### config.mk
export PLATFORM = sky130hd
export DESIGN_NAME = packet_rx_crc_check
export DESIGN_NICKNAME = d
export VERILOG_FILES = /design/src/rtl/packet_rx_crc_check.sv
export SDC_FILE = /design/constraint.sdc
export NUM_CORES = 1
export LEC_CHECK = 0
export CAP_MARGIN = 15
export CORE_ASPECT_RATIO = 1.5
export CORE_MARGIN = 8
export CORE_UTILIZATION = 45
export CTS_BUF_LIST = sky130_fd_sc_hd__clkbuf_4 sky130_fd_sc_hd__clkbuf_8 sky130_fd_sc_hd__clkbuf_16
export DETAILED_ROUTE_END_ITERATION = 10
export PLACE_DENSITY_LB_ADDON = 0.15
export SYNTH_ARGS = -nofsm -noshare
export SYNTH_HDL_FRONTEND = slang
export SYNTH_SLANG_ARGS = --single-unit
export TNS_END_PERCENT = 20
### constraint.sdc
create_clock -name clk -period 2.8 [get_ports clk]
set_input_delay 0.56 -clock clk [delete_from_list [all_inputs] [get_ports clk]]
set_output_delay 0.56 -clock clk [all_outputs]
set_load 0.02 [all_outputs]
### src/rtl/packet_rx_crc_check.sv
`default_nettype none
// ============================================================================
// Module   : packet_rx_crc_check
// Brief    : Serial packet receiver. Deserializes start/payload/CRC/stop
//            frames, checks the CRC-8 and the stop bit, and strobes the result.
// Revision : 1.0 - initial release
// ============================================================================
module packet_rx_crc_check #(
    parameter int                   DATA_WIDTH = 32,
    parameter int                   CRC_WIDTH  = 8,
    parameter logic [CRC_WIDTH-1:0] CRC_POLY   = 8'h07
) (
    input  logic                  clk,
    input  logic                  resetn,
    input  logic                  enable,
    input  logic                  mode,
    input  logic                  serial_in,
    output logic [DATA_WIDTH-1:0] rx_data,
    output logic                  rx_valid,
    output logic                  crc_err,
    output logic                  frame_err,
    output logic                  busy
);

    localparam int CNT_W = $clog2(DATA_WIDTH);
    localparam logic [CNT_W-1:0] c_data_last = CNT_W'(DATA_WIDTH - 1);
    localparam logic [CNT_W-1:0] c_crc_last  = CNT_W'(CRC_WIDTH - 1);
    localparam logic [CNT_W-1:0] c_cnt_one   = CNT_W'(1);

    typedef enum logic [1:0] {
        ST_IDLE    = 2'd0,
        ST_PAYLOAD = 2'd1,
        ST_CRC     = 2'd2,
        ST_STOP    = 2'd3
    } state_t;

    state_t                r_state;
    state_t                w_state_nxt;
    logic [CNT_W-1:0]      r_cnt;
    logic                  r_mode;
    logic [DATA_WIDTH-1:0] r_shift;
    logic [DATA_WIDTH-1:0] r_rx_data;
    logic [CRC_WIDTH-1:0]  r_crc;
    logic [CRC_WIDTH-1:0]  r_crc_rx;
    logic [CRC_WIDTH-1:0]  w_crc_upd;
    logic                  r_rx_valid;
    logic                  r_crc_err;
    logic                  r_frame_err;
    logic                  w_start;
    logic                  w_fb;
    logic                  w_crc_bad;
    logic                  w_valid_nxt;
    logic                  w_crc_err_nxt;
    logic                  w_frame_err_nxt;

    assign w_start   = (r_state == ST_IDLE) && enable && serial_in;
    assign w_fb      = r_crc[CRC_WIDTH-1] ^ serial_in;
    assign w_crc_upd = {r_crc[CRC_WIDTH-2:0], 1'b0} ^ (w_fb ? CRC_POLY : '0);
    // Payload-only frames carry no CRC, so they can never fail the CRC check.
    assign w_crc_bad = r_mode && (r_crc_rx != r_crc);

    always_ff @(posedge clk or negedge resetn) begin
        if (!resetn) begin
            r_state <= ST_IDLE;
        end else begin
            r_state <= w_state_nxt;
        end
    end

    always_comb begin
        w_state_nxt     = r_state;
        w_valid_nxt     = 1'b0;
        w_crc_err_nxt   = 1'b0;
        w_frame_err_nxt = 1'b0;
        if (!enable) begin
            w_state_nxt = ST_IDLE;
        end else begin
            case (r_state)
                ST_IDLE: begin
                    if (serial_in) w_state_nxt = ST_PAYLOAD;
                end
                ST_PAYLOAD: begin
                    if (r_cnt == c_data_last) w_state_nxt = r_mode ? ST_CRC : ST_STOP;
                end
                ST_CRC: begin
                    if (r_cnt == c_crc_last) w_state_nxt = ST_STOP;
                end
                ST_STOP: begin
                    w_state_nxt     = ST_IDLE;
                    w_valid_nxt     = !w_crc_bad && !serial_in;
                    w_crc_err_nxt   = w_crc_bad;
                    w_frame_err_nxt = serial_in;
                end
                default: w_state_nxt = ST_IDLE;
            endcase
        end
    end

    always_ff @(posedge clk or negedge resetn) begin
        if (!resetn) begin
            r_cnt       <= '0;
            r_mode      <= 1'b0;
            r_shift     <= '0;
            r_rx_data   <= '0;
            r_crc       <= '0;
            r_crc_rx    <= '0;
            r_rx_valid  <= 1'b0;
            r_crc_err   <= 1'b0;
            r_frame_err <= 1'b0;
        end else begin
            r_rx_valid  <= w_valid_nxt;
            r_crc_err   <= w_crc_err_nxt;
            r_frame_err <= w_frame_err_nxt;
            if (w_valid_nxt) r_rx_data <= r_shift;
            if (enable) begin
                case (r_state)
                    ST_IDLE: begin
                        if (w_start) begin
                            r_mode <= mode;
                            r_cnt  <= '0;
                            r_crc  <= '0;
                        end
                    end
                    ST_PAYLOAD: begin
                        r_shift <= {r_shift[DATA_WIDTH-2:0], serial_in};
                        r_crc   <= w_crc_upd;
                        r_cnt   <= (r_cnt == c_data_last) ? '0 : r_cnt + c_cnt_one;
                    end
                    ST_CRC: begin
                        // Computed CRC stays frozen while the transmitted one is collected.
                        r_crc_rx <= {r_crc_rx[CRC_WIDTH-2:0], serial_in};
                        r_cnt    <= r_cnt + c_cnt_one;
                    end
                    default: ;
                endcase
            end
        end
    end

    assign rx_data   = r_rx_data;
    assign rx_valid  = r_rx_valid;
    assign crc_err   = r_crc_err;
    assign frame_err = r_frame_err;
    assign busy      = (r_state != ST_IDLE);

endmodule
`default_nettype wire

==> results.md <==
* CP bufs+invs at 3
* Top delay family on crit path: buffers and inverters
* Core Area at 10100 um^2
* # IOs at 41
* Full die area at 14000 um^2
* Slew Viols, Final at 0
* Sw Ratio at 45.0%
* Fin crit period at 2580 ps
* Clk pwr share at 20.6%
* Largest net degree at the start of global routing at 69
* Clock Sinks at 91
* TritonRoute pass-1 iters at 6
* VDD IR max at 0.000667 V
* Max_cap viols at 0
* GPL Wtd Cong at 0.750
* Clock Latency Late Sink at 340 ps
* Synth async-reset ratio at 100%
* Clock Tree Root: clkbuf_16
* P_leak at 2.14 nW
* Seq/Total Area, Yosys at 48.7%
* Wirelength per Cell at 18.1 um
* Iter 0 DRT Violations at 157
* Yosys top cell area share at 48.7%
* TritonCTS clock tree: done
* Setup TNS at 0 ps
* Final hold violations at 0
* Arrival @ worst endpoint at 2020 ps
* NetSw at 2.70 mW
* Worst Setup End Kind: output port
* Syn Inst Count at 432
* H-tree depth at 3
* Skew final at 4.13 ps
* Layout cells sized above 1 at 16.7%
* Slowest stage delay, CP at 580 ps
* First-pass GRT wire length at 17800 um
* EDFF count, synth at 0
* Worst Hold Slack at 120 ps
* Comb pwr share at 49.7%
* CTS Buf Count at 9
* PD cells at 1110 nW/um^2
* Max Freq at 388 MHz
* Syn Nets at 444
* Final period util at 92.0%
* Int Power at 3.30 mW
* Final antenna diode count at 0
* Yosys top cell by area: dfrtp_1
* Final nets at 468
* Die Y at 141 um
* Maximum clock insertion buffer count at 2
* DP Wirelength at 6550 um
* Worst Path Max Fanout at 11
* Via/cell ratio at 6.14
* DRT antenna net count at 0
* Crit-path most repeated cell: inv_1
* Dominant synthesized flop cell: dfrtp_1
* Worst setup SP type: register
* Critical Path, Cell by Cell: inv_1 -> ha_1 -> inv_1 -> clkdlybuf4s50_1
* Sequential power share at 29.7%
* Initial antenna violation count at 0
* Vias at 3541
* Total GRT Usage at 15.5%
* GR Overflow Total at 0
* Resize count post-CTS at 0
* Clk pin slew, worst setup/hold paths at 60 ps
* Power, Total at 6.00 mW
* Die Wd at 99.2 um
* Post-route DRC violation count at 0
* Final setup vio count at 0
* Post-Syn Area at 4670 um^2
* Row count at 45
* Slowest cell on crit path: clkdlybuf4s50_1
* Critical path class: reg -> out
* # port buffers at 40
* Count leader, synth: dfrtp_1
* Synth Area per Inst at 10.8 um^2
* Hold Crit Class: in -> async
* Initial Utilization at 46.1%
* Slew @ Worst Pin at 691 ps
* Synth top area cells: dfrtp_1, mux2_2, nor3b_1, o211ai_1, nand4_1
* Rel. slew slack at 53.8%
* Count of state elements after synthesis at 91
* Cts hold-fix bufs at 0
* FILL cells at 908
* Vias in the first global route at 3546
* Unrepaired setup endpoints after global routing: false
* CP required at 2240 ps
* Synth cell count leaders: dfrtp_1, mux2_2, nand3_1
* Routed WL at 10500 um
* Synth-to-layout area growth at 15.9%
* Postcts setup bufs at 0
* Yosys warns at 0
* CP Depth at 4
* Post-synthesis cell type count at 41
* Worst Reg-to-Reg Cells at 5
* Status: completed
## sequential cells by signal, indices dropped and copies added (netlist names)
register and cells:
r_mode 1, r_state 2, r_crc_rx 8, frame_err 1, rx_data 32, r_shift 32
r_cnt 5, r_crc 8, crc_err 1, rx_valid 1
## metal layers
layer  global-route usage [%]  routed length, um
met2                     26.5               5240
met4                     6.89                179
met3                     2.71                320
met1                     18.4               4710
met5                        0                  0
## logic make-up (layout without fill, tap and decap cells)
group	Yosys count	count (layout)	share of synthesized area [%]
fa+ha+maj	7	7	1.87
compound gates	100	100	13.7
buf+inv	47	75	5.86
mux	42	42	10.1
xor+xnor	11	11	2.06
simple gates	134	134	17.7
flops	91	91	48.7
## placed cells by master (no fill, tap or decap), types with 3 or more instances in the layout
master,count
a22o_1,3
ha_1,7
nand3_1,35
o211ai_1,32
clkbuf_16,9
nor2b_1,8
dfrtp_1,90
o21ai_0,11
a21oi_1,33
mux2_2,41
buf_12,3
nor3b_1,32
nand2_1,8
nor2_1,3
a31oi_1,4
and3_1,4
nand4_1,33
xnor2_1,11
inv_1,5
a22oi_1,6
clkdlybuf4s50_1,39
o2111ai_1,3
buf_4,12
## metrics by stage
step           cells  util [%]  cell area (um^2)  worst slack [ps]
2_1_floorplan    432         -              4670              1170
3_3_place_gp     562      50.5              5110               633
3_5_place_dp     562      50.5              5110               592
4_1_cts          577      53.4              5420               215
5_1_grt          577      53.4              5420               128
6_report         577      53.4              5420               225
## cell type report
cell class | count | area, um^2 | area share [%]
clock buffers | 13 | 268 | 4.94
flip-flops and latches | 91 | 2280 | 42.1
repair buffers | 54 | 541 | 9.98
well taps | 117 | 146 | 2.70
inverters | 6 | 22.5 | 0.416
multi-input cells | 294 | 2130 | 39.2
clock inverters | 2 | 35.0 | 0.647
## worst paths after layout
check | start | end | slack [ps]
worst min-delay path | resetn | rx_data[26] | 120
worst max-delay path | r_state[0] | busy | 220
worst max register to register | r_crc[5] | rx_data[19] | 700
min in group clk | r_cnt[4] | r_cnt[4] | 500
max in group asynchronous | resetn | r_crc[5] | 2010
worst min register to register | r_cnt[4] | r_cnt[4] | 500
## power groups by stage
stage / clock network (mW) / logic [mW] / registers [mW]
after floorplan: 0 / 2.47 / 1.75
after global placement: 0 / 2.95 / 1.79
after detailed placement: 0 / 2.96 / 1.80
after CTS: 1.27 / 2.97 / 1.78
after global routing: 1.31 / 3.22 / 1.81
final: 1.24 / 2.99 / 1.78
Power figures use the tool's default switching activity.
